[src/rtl/snd_pkg.sv]
// Shared types and default widths for the sound voice blocks.
//   wave_mode_t : waveform selector (SINE, TRI, SQUARE, SAW)
//   DEF_*       : default widths used by the oscillator, its ROM and its interface
package snd_pkg;

    typedef enum logic [1:0] {
        SINE   = 2'd0,
        TRI    = 2'd1,
        SQUARE = 2'd2,
        SAW    = 2'd3
    } wave_mode_t;

    localparam int DEF_PHASE_W = 16;
    localparam int DEF_LUT_AW  = 6;
    localparam int DEF_OUT_W   = 8;
    localparam int DEF_AMP_W   = 4;

endpackage

[src/rtl/wave_osc_if.sv]
// Control/sample bundle of one oscillator voice.
//   master : prescaler/controller side (drives tick, enable, configuration)
//   slave  : oscillator side (returns cfg_pending and the half-wave samples)
// Signals:
//   tick, enable, cfg_load, phase_inc, mode, amp  -> oscillator
//   cfg_pending, pos_out, neg_out, sample_valid, cycle_start <- oscillator
interface wave_osc_if
    import snd_pkg::*;
#(
    parameter int PHASE_W = DEF_PHASE_W,
    parameter int OUT_W   = DEF_OUT_W,
    parameter int AMP_W   = DEF_AMP_W
) ();

    logic               tick;
    logic               enable;
    logic               cfg_load;
    logic [PHASE_W-1:0] phase_inc;
    wave_mode_t         mode;
    logic [AMP_W-1:0]   amp;
    logic               cfg_pending;
    logic [OUT_W-1:0]   pos_out;
    logic [OUT_W-1:0]   neg_out;
    logic               sample_valid;
    logic               cycle_start;

    modport master (
        output tick, enable, cfg_load, phase_inc, mode, amp,
        input  cfg_pending, pos_out, neg_out, sample_valid, cycle_start
    );

    modport slave (
        input  tick, enable, cfg_load, phase_inc, mode, amp,
        output cfg_pending, pos_out, neg_out, sample_valid, cycle_start
    );

endinterface

[src/rtl/sine_quarter_lut.sv]
// Quarter-wave sine ROM with a registered read.
//   clk    : read clock
//   addr_i : LUT_AW+1 bit address, 0..N; address N returns full scale
//   data_o : round((2**OUT_W-1) * sin(pi/2 * addr/N)), one cycle after addr_i
module sine_quarter_lut #(
    parameter int LUT_AW = 6,
    parameter int OUT_W  = 8
) (
    input  logic              clk,
    input  logic [LUT_AW:0]   addr_i,
    output logic [OUT_W-1:0]  data_o
);

    localparam int N = 2 ** LUT_AW;

    function automatic logic [OUT_W-1:0] rom_entry(input int i);
        real full;
        real x;
        full = real'((1 << OUT_W) - 1);
        x    = full * $sin(3.14159265358979 * real'(i) / (2.0 * real'(N)));
        return OUT_W'($rtoi(x + 0.5));
    endfunction

    logic [OUT_W-1:0] rom [N];

    for (genvar g = 0; g < N; g++) begin : g_rom
        assign rom[g] = rom_entry(g);
    end

    // The only address with the top bit set is N itself (the 90 degree point),
    // which is not stored and reads back as full scale.
    always_ff @(posedge clk) begin
        if (addr_i[LUT_AW]) begin
            data_o <= '1;
        end else begin
            data_o <= rom[addr_i[LUT_AW-1:0]];
        end
    end

endmodule

[src/rtl/wave_osc.sv]
// DDS tone oscillator, one instance per voice.
//   clk, reset_n : clock and asynchronous active-low reset
//   osc (slave)  : tick/enable/config in; cfg_pending, pos_out/neg_out half-wave
//                  magnitudes, sample_valid and cycle_start out
// A tick advances the phase accumulator; three clocks later the sample for the
// phase held at that tick appears with sample_valid. New configuration waits in
// shadow registers until the accumulator wraps (or immediately when disabled).
module wave_osc
    import snd_pkg::*;
#(
    parameter int PHASE_W = DEF_PHASE_W,
    parameter int LUT_AW  = DEF_LUT_AW,
    parameter int OUT_W   = DEF_OUT_W,
    parameter int AMP_W   = DEF_AMP_W
) (
    input  logic       clk,
    input  logic       reset_n,
    wave_osc_if.slave  osc
);

    localparam int N     = 2 ** LUT_AW;
    localparam int TOP_W = OUT_W + 2;   // quadrant + OUT_W fraction bits

    // Unity gain at amp = all ones: m * (amp+1) / 2**AMP_W. The product never
    // exceeds OUT_W+AMP_W bits, so no saturation is needed.
    function automatic logic [OUT_W-1:0] scale_mag(input logic [OUT_W-1:0] m,
                                                   input logic [AMP_W-1:0] a);
        logic [OUT_W+AMP_W-1:0] mw;
        logic [OUT_W+AMP_W-1:0] aw;
        mw = (OUT_W+AMP_W)'(m);
        aw = (OUT_W+AMP_W)'(a) + (OUT_W+AMP_W)'(1);
        return OUT_W'((mw * aw) >> AMP_W);
    endfunction

    logic [PHASE_W-1:0] phase_q, phase_d;
    logic [PHASE_W-1:0] inc_q, inc_d, sh_inc_q, sh_inc_d;
    wave_mode_t         mode_q, mode_d, sh_mode_q, sh_mode_d;
    logic [AMP_W-1:0]   amp_q, amp_d, sh_amp_q, sh_amp_d;
    logic               pend_q, pend_d;
    logic               wrapped_q, wrapped_d;
    logic [PHASE_W:0]   sum;
    logic               carry;
    logic               apply;

    always_comb begin
        sum   = {1'b0, phase_q} + {1'b0, inc_q};
        carry = osc.enable & sum[PHASE_W];
        // Disabled voices take new settings on the next clock; running voices
        // only at a wrap so the waveform changes on a cycle boundary.
        apply = pend_q & (osc.enable ? (osc.tick & carry) : 1'b1);

        phase_d   = phase_q;
        wrapped_d = wrapped_q;
        if (osc.tick) begin
            phase_d   = osc.enable ? sum[PHASE_W-1:0] : '0;
            wrapped_d = carry;
        end

        inc_d  = inc_q;
        mode_d = mode_q;
        amp_d  = amp_q;
        pend_d = pend_q;
        if (apply) begin
            inc_d  = sh_inc_q;
            mode_d = sh_mode_q;
            amp_d  = sh_amp_q;
            pend_d = 1'b0;
        end

        // A load in the same cycle as an apply: the old shadow went out above,
        // the new one stays pending.
        sh_inc_d  = sh_inc_q;
        sh_mode_d = sh_mode_q;
        sh_amp_d  = sh_amp_q;
        if (osc.cfg_load) begin
            sh_inc_d  = osc.phase_inc;
            sh_mode_d = osc.mode;
            sh_amp_d  = osc.amp;
            pend_d    = 1'b1;
        end
    end

    // ---- S1: phase snapshot at the tick ----
    logic [TOP_W-1:0] top_p1_q;
    wave_mode_t       mode_p1_q;
    logic [AMP_W-1:0] amp_p1_q;
    logic             mute_p1_q, cyc_p1_q, vld_p1_q;

    logic [1:0]        quad_p1;
    logic [LUT_AW-1:0] idx_p1;
    logic [OUT_W-1:0]  frac_p1, saw_p1, alt_p1;
    logic [LUT_AW:0]   addr_p1;

    always_comb begin
        quad_p1 = top_p1_q[TOP_W-1 -: 2];
        idx_p1  = top_p1_q[TOP_W-3 -: LUT_AW];
        frac_p1 = top_p1_q[TOP_W-3 -: OUT_W];
        saw_p1  = top_p1_q[TOP_W-2 -: OUT_W];
        // Odd quadrants run the quarter wave backwards.
        addr_p1 = quad_p1[0] ? ((LUT_AW+1)'(N) - {1'b0, idx_p1}) : {1'b0, idx_p1};
        case (mode_p1_q)
            TRI:     alt_p1 = quad_p1[0] ? ~frac_p1 : frac_p1;
            SQUARE:  alt_p1 = '1;
            SAW:     alt_p1 = saw_p1;
            default: alt_p1 = '0;
        endcase
    end

    // ---- S2: magnitude (ROM read or arithmetic waveform) ----
    logic [OUT_W-1:0] rom_p2;
    logic [OUT_W-1:0] alt_p2_q;
    logic [AMP_W-1:0] amp_p2_q;
    logic             sine_p2_q, q1_p2_q, mute_p2_q, cyc_p2_q, vld_p2_q;

    sine_quarter_lut #(
        .LUT_AW (LUT_AW),
        .OUT_W  (OUT_W)
    ) u_lut (
        .clk    (clk),
        .addr_i (addr_p1),
        .data_o (rom_p2)
    );

    always_ff @(posedge clk) begin
        top_p1_q  <= phase_q[PHASE_W-1 -: TOP_W];
        mode_p1_q <= mode_q;
        amp_p1_q  <= amp_q;
        mute_p1_q <= ~osc.enable;
        cyc_p1_q  <= wrapped_q & osc.enable;

        alt_p2_q  <= alt_p1;
        sine_p2_q <= (mode_p1_q == SINE);
        q1_p2_q   <= quad_p1[1];
        amp_p2_q  <= amp_p1_q;
        mute_p2_q <= mute_p1_q;
        cyc_p2_q  <= cyc_p1_q;
    end

    // ---- S3: gain and half-wave split ----
    logic [OUT_W-1:0] scaled_p2;
    logic [OUT_W-1:0] pos_q, pos_d, neg_q, neg_d;
    logic             valid_q, cyc_q;

    always_comb begin
        scaled_p2 = mute_p2_q ? '0 : scale_mag(sine_p2_q ? rom_p2 : alt_p2_q, amp_p2_q);
        pos_d     = pos_q;
        neg_d     = neg_q;
        if (vld_p2_q) begin
            pos_d = q1_p2_q ? '0 : scaled_p2;
            neg_d = q1_p2_q ? scaled_p2 : '0;
        end
    end

    always_ff @(posedge clk or negedge reset_n) begin
        if (!reset_n) begin
            phase_q   <= '0;
            inc_q     <= '0;
            mode_q    <= SINE;
            amp_q     <= '1;
            sh_inc_q  <= '0;
            sh_mode_q <= SINE;
            sh_amp_q  <= '0;
            pend_q    <= 1'b0;
            wrapped_q <= 1'b0;
            vld_p1_q  <= 1'b0;
            vld_p2_q  <= 1'b0;
            pos_q     <= '0;
            neg_q     <= '0;
            valid_q   <= 1'b0;
            cyc_q     <= 1'b0;
        end else begin
            phase_q   <= phase_d;
            inc_q     <= inc_d;
            mode_q    <= mode_d;
            amp_q     <= amp_d;
            sh_inc_q  <= sh_inc_d;
            sh_mode_q <= sh_mode_d;
            sh_amp_q  <= sh_amp_d;
            pend_q    <= pend_d;
            wrapped_q <= wrapped_d;
            vld_p1_q  <= osc.tick;
            vld_p2_q  <= vld_p1_q;
            pos_q     <= pos_d;
            neg_q     <= neg_d;
            valid_q   <= vld_p2_q;
            cyc_q     <= vld_p2_q & cyc_p2_q;
        end
    end

    assign osc.cfg_pending  = pend_q;
    assign osc.pos_out      = pos_q;
    assign osc.neg_out      = neg_q;
    assign osc.sample_valid = valid_q;
    assign osc.cycle_start  = cyc_q;

endmodule

[src/flat_wrapper.sv]
// flat-port wrapper written by rule: the top's interface ports become plain ports
module wave_osc_flat import snd_pkg::*;
#(
    parameter int PHASE_W = DEF_PHASE_W,
    parameter int LUT_AW  = DEF_LUT_AW,
    parameter int OUT_W   = DEF_OUT_W,
    parameter int AMP_W   = DEF_AMP_W
)
  (clk, reset_n, osc_tick, osc_enable, osc_cfg_load, osc_phase_inc, osc_mode, osc_amp, osc_cfg_pending, osc_pos_out, osc_neg_out, osc_sample_valid, osc_cycle_start);
  wave_osc_if #(.PHASE_W(PHASE_W), .OUT_W(OUT_W), .AMP_W(AMP_W)) osc_i ();
  input  logic clk;
  input  logic reset_n;
  input wire logic [$bits(osc_i.tick)-1:0] osc_tick;
  input wire logic [$bits(osc_i.enable)-1:0] osc_enable;
  input wire logic [$bits(osc_i.cfg_load)-1:0] osc_cfg_load;
  input wire logic [$bits(osc_i.phase_inc)-1:0] osc_phase_inc;
  input wire logic [$bits(osc_i.mode)-1:0] osc_mode;
  input wire logic [$bits(osc_i.amp)-1:0] osc_amp;
  output wire logic [$bits(osc_i.cfg_pending)-1:0] osc_cfg_pending;
  output wire logic [$bits(osc_i.pos_out)-1:0] osc_pos_out;
  output wire logic [$bits(osc_i.neg_out)-1:0] osc_neg_out;
  output wire logic [$bits(osc_i.sample_valid)-1:0] osc_sample_valid;
  output wire logic [$bits(osc_i.cycle_start)-1:0] osc_cycle_start;
  assign osc_i.tick = osc_tick;
  assign osc_i.enable = osc_enable;
  assign osc_i.cfg_load = osc_cfg_load;
  assign osc_i.phase_inc = osc_phase_inc;
  assign osc_i.mode = osc_mode;
  assign osc_i.amp = osc_amp;
  assign osc_cfg_pending = osc_i.cfg_pending;
  assign osc_pos_out = osc_i.pos_out;
  assign osc_neg_out = osc_i.neg_out;
  assign osc_sample_valid = osc_i.sample_valid;
  assign osc_cycle_start = osc_i.cycle_start;
  wave_osc #(.PHASE_W(PHASE_W), .LUT_AW(LUT_AW), .OUT_W(OUT_W), .AMP_W(AMP_W)) u_core (.clk(clk), .reset_n(reset_n), .osc(osc_i));
endmodule
[config.mk]
export PLATFORM = sky130hd
export DESIGN_NAME = wave_osc_flat
export DESIGN_NICKNAME = d
export VERILOG_FILES = /design/src/rtl/snd_pkg.sv /design/src/rtl/wave_osc_if.sv /design/src/rtl/sine_quarter_lut.sv /design/src/rtl/wave_osc.sv /design/src/flat_wrapper.sv
export SDC_FILE = /design/constraint.sdc
export NUM_CORES = 1
export LEC_CHECK = 0
export ABC_CLOCK_PERIOD_IN_PS = 5950
export CAP_MARGIN = 15
export CORE_MARGIN = 2
export CORE_UTILIZATION = 40
export CTS_CLUSTER_SIZE = 28
export DETAILED_ROUTE_END_ITERATION = 16
export PLACE_DENSITY_LB_ADDON = 0.2
export SLEW_MARGIN = 15
export SYNTH_ARGS = -nofsm -noshare
export SYNTH_HDL_FRONTEND = slang
export SYNTH_SLANG_ARGS = --single-unit
[constraint.sdc]
create_clock -name clk -period 5.95 [get_ports clk]
set_input_delay 1.19 -clock clk [delete_from_list [all_inputs] [get_ports clk]]
set_output_delay 1.19 -clock clk [all_outputs]
set_load 0.03 [all_outputs]
==> reports/results.txt <==
status -> complete, no violations
max_cap viols -> 0
Rows -> 49
post-synthesis sequential area ratio -> 39.8%
fraction of registers with async set/reset -> 66.1%
Final Critical Period -> 4.64 ns
crit path kind -> reg2reg
Worst EP required -> 6.22 ns
DRT Wirelength -> 16,800 um
IO Count -> 46
htree depth -> 4
setup repair bufs after CTS -> 0
RR Startpoint -> u_core.amp_p2_q[0]$_DFF_P_
Worst-Skew Late Latency -> 0.41 ns
Arr. time, crit path -> 4.91 ns
Setup violations, final -> 0
CP Cell Sequence -> ha_1 > nand3_1 > or2_2 > fa_1 > inv_1 > fa_1 > inv_1 > fa_1 > inv_1 > ha_1 > a21o_1 > a21oi_1 > o21ai_0 > a31oi_1 > xor2_1 > o22ai_1
# port buffers -> 45
Final Max Tran Viols -> 0
vias in the first global route -> 5,486
FF+latch count, synth -> 124
Area Overhead vs Synth -> 15.9%
Final Non-Filler Cells -> 987
HP Start -> u_core.amp_p1_q[3]$_DFF_P_
CTS tree -> done
f_max -> 0.216 GHz
Core ar. -> 17,900 sq um
unrepaired setup endpoints after global routing -> false
first-pass GRT wire length -> 27,900 um
die height -> 139 um
reg-to-reg endpoint -> u_core.osc.pos_out[6]$_DFFE_PN0P_
CTS Buf Count -> 17
Hold Path Class -> reg2reg
antenna-violating nets left -> 0
share of cells above drive strength 1 -> 13.3%
maximum fanout along the worst path -> 9
die width -> 139 um
Netlist cell types -> 80
initial antenna violation count -> 0
CTS resizes -> 0
cell depth of the worst hold path -> 0
Root Driver -> clkbuf_16
vias per cell -> 5.67
Bufs on Longest Clock Path -> 2
crit share post-route -> 78.0%
drt drc -> 0
Worst setup EP type -> flip-flop
flop2flop setup slack -> 1.31 ns
hold buffers post-CTS -> 0
number of DRC markers in iteration 0 -> 426
WHS Endpoint -> u_core.amp_p2_q[3]$_DFF_P_
Yosys Warn Count -> 0
Placed Cells -> 955
via count -> 5,599
CP top delay family -> adder cells
multi-input logic area -> 3980 sq um
HPWL Detailed -> 11,800 um
Netlist Area Pre-Place -> 7290 sq um
Routability Congestion -> 0.849
cells after synthesis -> 712
Final Hold Viols -> 0
Worst Path Buf+Inv -> 3
clock sink total -> 124
Critical-path top delay cell -> fa_1
filler cell count -> 1,661
clk_skew -> 0.0105 ns
worst slew pin tran -> 1.13 ns
slew margin rel. -> 24.2%
Layout Nets -> 828
Avg WL per Cell -> 17.0 um
largest net degree at the start of global routing -> 72
Main synth FF type -> dfrtp_1
mean area per synthesized cell -> 10.2 sq um
Largest stage delay, worst path -> 0.53 ns
FF-to-FF path depth -> 16
Mapped Nets -> 795
Worst setup SP type -> flip-flop
Worst-path clk slew -> 0.05 ns
ANT cells -> 0
Post-synth EDFFs -> 0
TritonRoute pass-1 iters -> 5
register area -> 2900 sq um
Starting Density -> 40.7%
All-Layer GR Usage -> 17.7%
setup_tns -> 0 ns
grt total ovfl -> 0
die area -> 19,300 sq um
-- state kept, by name, summed over array words and instances, names as in the netlist, 8 cells and up --
name,count
u_core.osc.pos_out,8
u_core.top_p1_q,10
u_core.osc.neg_out,8
u_core.phase_q,16
u_core.inc_q,16
u_core.u_lut.data_o,8
u_core.alt_p2_q,8
u_core.sh_inc_q,16
-- final cells by class --
type                       instances  area share (%)
inverter                          57            2.53
clock inverter                     7            1.36
tap                              229            3.39
sequential                       124            34.3
timing repair buffer              50            5.74
multi-input combinational        495            47.1
clock buffer                      25            5.63
-- synthesized netlist by cell type (all sizes together), types with 9 or more instances --
| master | n | area share, % |
|---|---|---|
| a221o | 24 | 3.3 |
| o211ai | 10 | 1.2 |
| fa | 17 | 4.7 |
| clkbuf | 17 | 0.88 |
| mux2i | 13 | 1.8 |
| buf | 19 | 1.9 |
| or2 | 16 | 1.4 |
| a22o | 31 | 3.7 |
| ha | 39 | 6.7 |
| o21ai | 31 | 2.1 |
| a21oi | 39 | 2.9 |
| o22ai | 17 | 1.5 |
| dfxtp | 42 | 12 |
| xnor2 | 17 | 2.2 |
| dfrtp | 78 | 27 |
| mux2 | 22 | 3.4 |
| xor2 | 18 | 2.5 |
| inv | 57 | 2.9 |
| nand3 | 17 | 1.2 |
| a21o | 9 | 0.94 |
| nand2 | 27 | 1.4 |
| nor3 | 11 | 0.82 |
| nor2 | 54 | 3.0 |
| a31oi | 10 | 0.86 |
-- worst register-to-register path, cell delays in order (launching register included) --
cell	delay, ns
dfxtp_1	0.45
ha_1	0.24
nand3_1	0.21
or2_2	0.37
fa_1	0.53
inv_1	0.05
fa_1	0.53
inv_1	0.05
fa_1	0.53
inv_1	0.04
ha_1	0.34
a21o_1	0.19
a21oi_1	0.20
o21ai_0	0.19
a31oi_1	0.23
xor2_1	0.22
o22ai_1	0.11
-- how the worst max path moves through the flow --
stage / from / end / cells after the start
5_1_grt: u_core.amp_p2_q[0]$_DFF_P_ / u_core.osc.pos_out[6]$_DFFE_PN0P_ / 16
4_1_cts: u_core.amp_p2_q[0]$_DFF_P_ / u_core.osc.pos_out[6]$_DFFE_PN0P_ / 16
3_3_place_gp: u_core.amp_p2_q[0]$_DFF_P_ / u_core.osc.pos_out[6]$_DFFE_PN0P_ / 16
6_report: u_core.amp_p2_q[0]$_DFF_P_ / u_core.osc.pos_out[6]$_DFFE_PN0P_ / 16
3_5_place_dp: u_core.amp_p2_q[0]$_DFF_P_ / u_core.osc.pos_out[6]$_DFFE_PN0P_ / 16
2_1_floorplan: u_core.amp_p2_q[0]$_DFF_P_ / u_core.osc.pos_out[6]$_DFFE_PN0P_ / 16
-- layer usage --
layer,global-route usage [%],vias to the layer above,share of wire (%)
met1,22.5,2785,45
met2,30.5,142,50
met5,0,-,0
met4,4.57,0,1.5
met3,4.01,19,3.8
li1,-,2653,-
-- kinds of logic (layout without fill, tap and decap cells) --
kind of cell	count (synthesis)	in the layout	synth area share, %
XOR/XNOR	35	35	4.77
adder cells (fa/ha/maj)	56	56	11.4
buffers and inverters	93	139	5.70
flip-flops	124	124	39.8
AND/OR/NAND/NOR	163	163	11.7
AO/OA/AOI/OAI	206	206	21.6
multiplexers	35	35	5.18
-- per-stage QoR --
stage / setup WS, ns / cell area [sq um] / util [%] / hold slack [ns]
2_1_floorplan: 1.67 / 7290 / - / 0.310
3_3_place_gp: 1.41 / 7860 / 43.9 / 0.319
3_5_place_dp: 1.32 / 7860 / 43.9 / 0.315
4_1_cts: 1.30 / 8450 / 47.2 / 0.327
5_1_grt: 1.05 / 8450 / 47.2 / 0.340
6_report: 1.31 / 8450 / 47.2 / 0.328
-- cells in the final DEF (no fill, tap or decap), drive strengths merged, types with 16 or more instances in the layout --
cell and instances:
ha 39, or2 16, xor2 18, dfrtp 78
o21ai 31, inv 57, nand3 17, fa 17
a221o 24, a21oi 39, a22o 31, dfxtp 42
clkbuf 25, clkdlybuf4s50 44, mux2 22, nand2 27
xnor2 17, o22ai 17, nor2 54
Power is left out: the tool's default activity adds up to more than one toggle a clock period on the data nets, which glitch-free logic cannot reach.
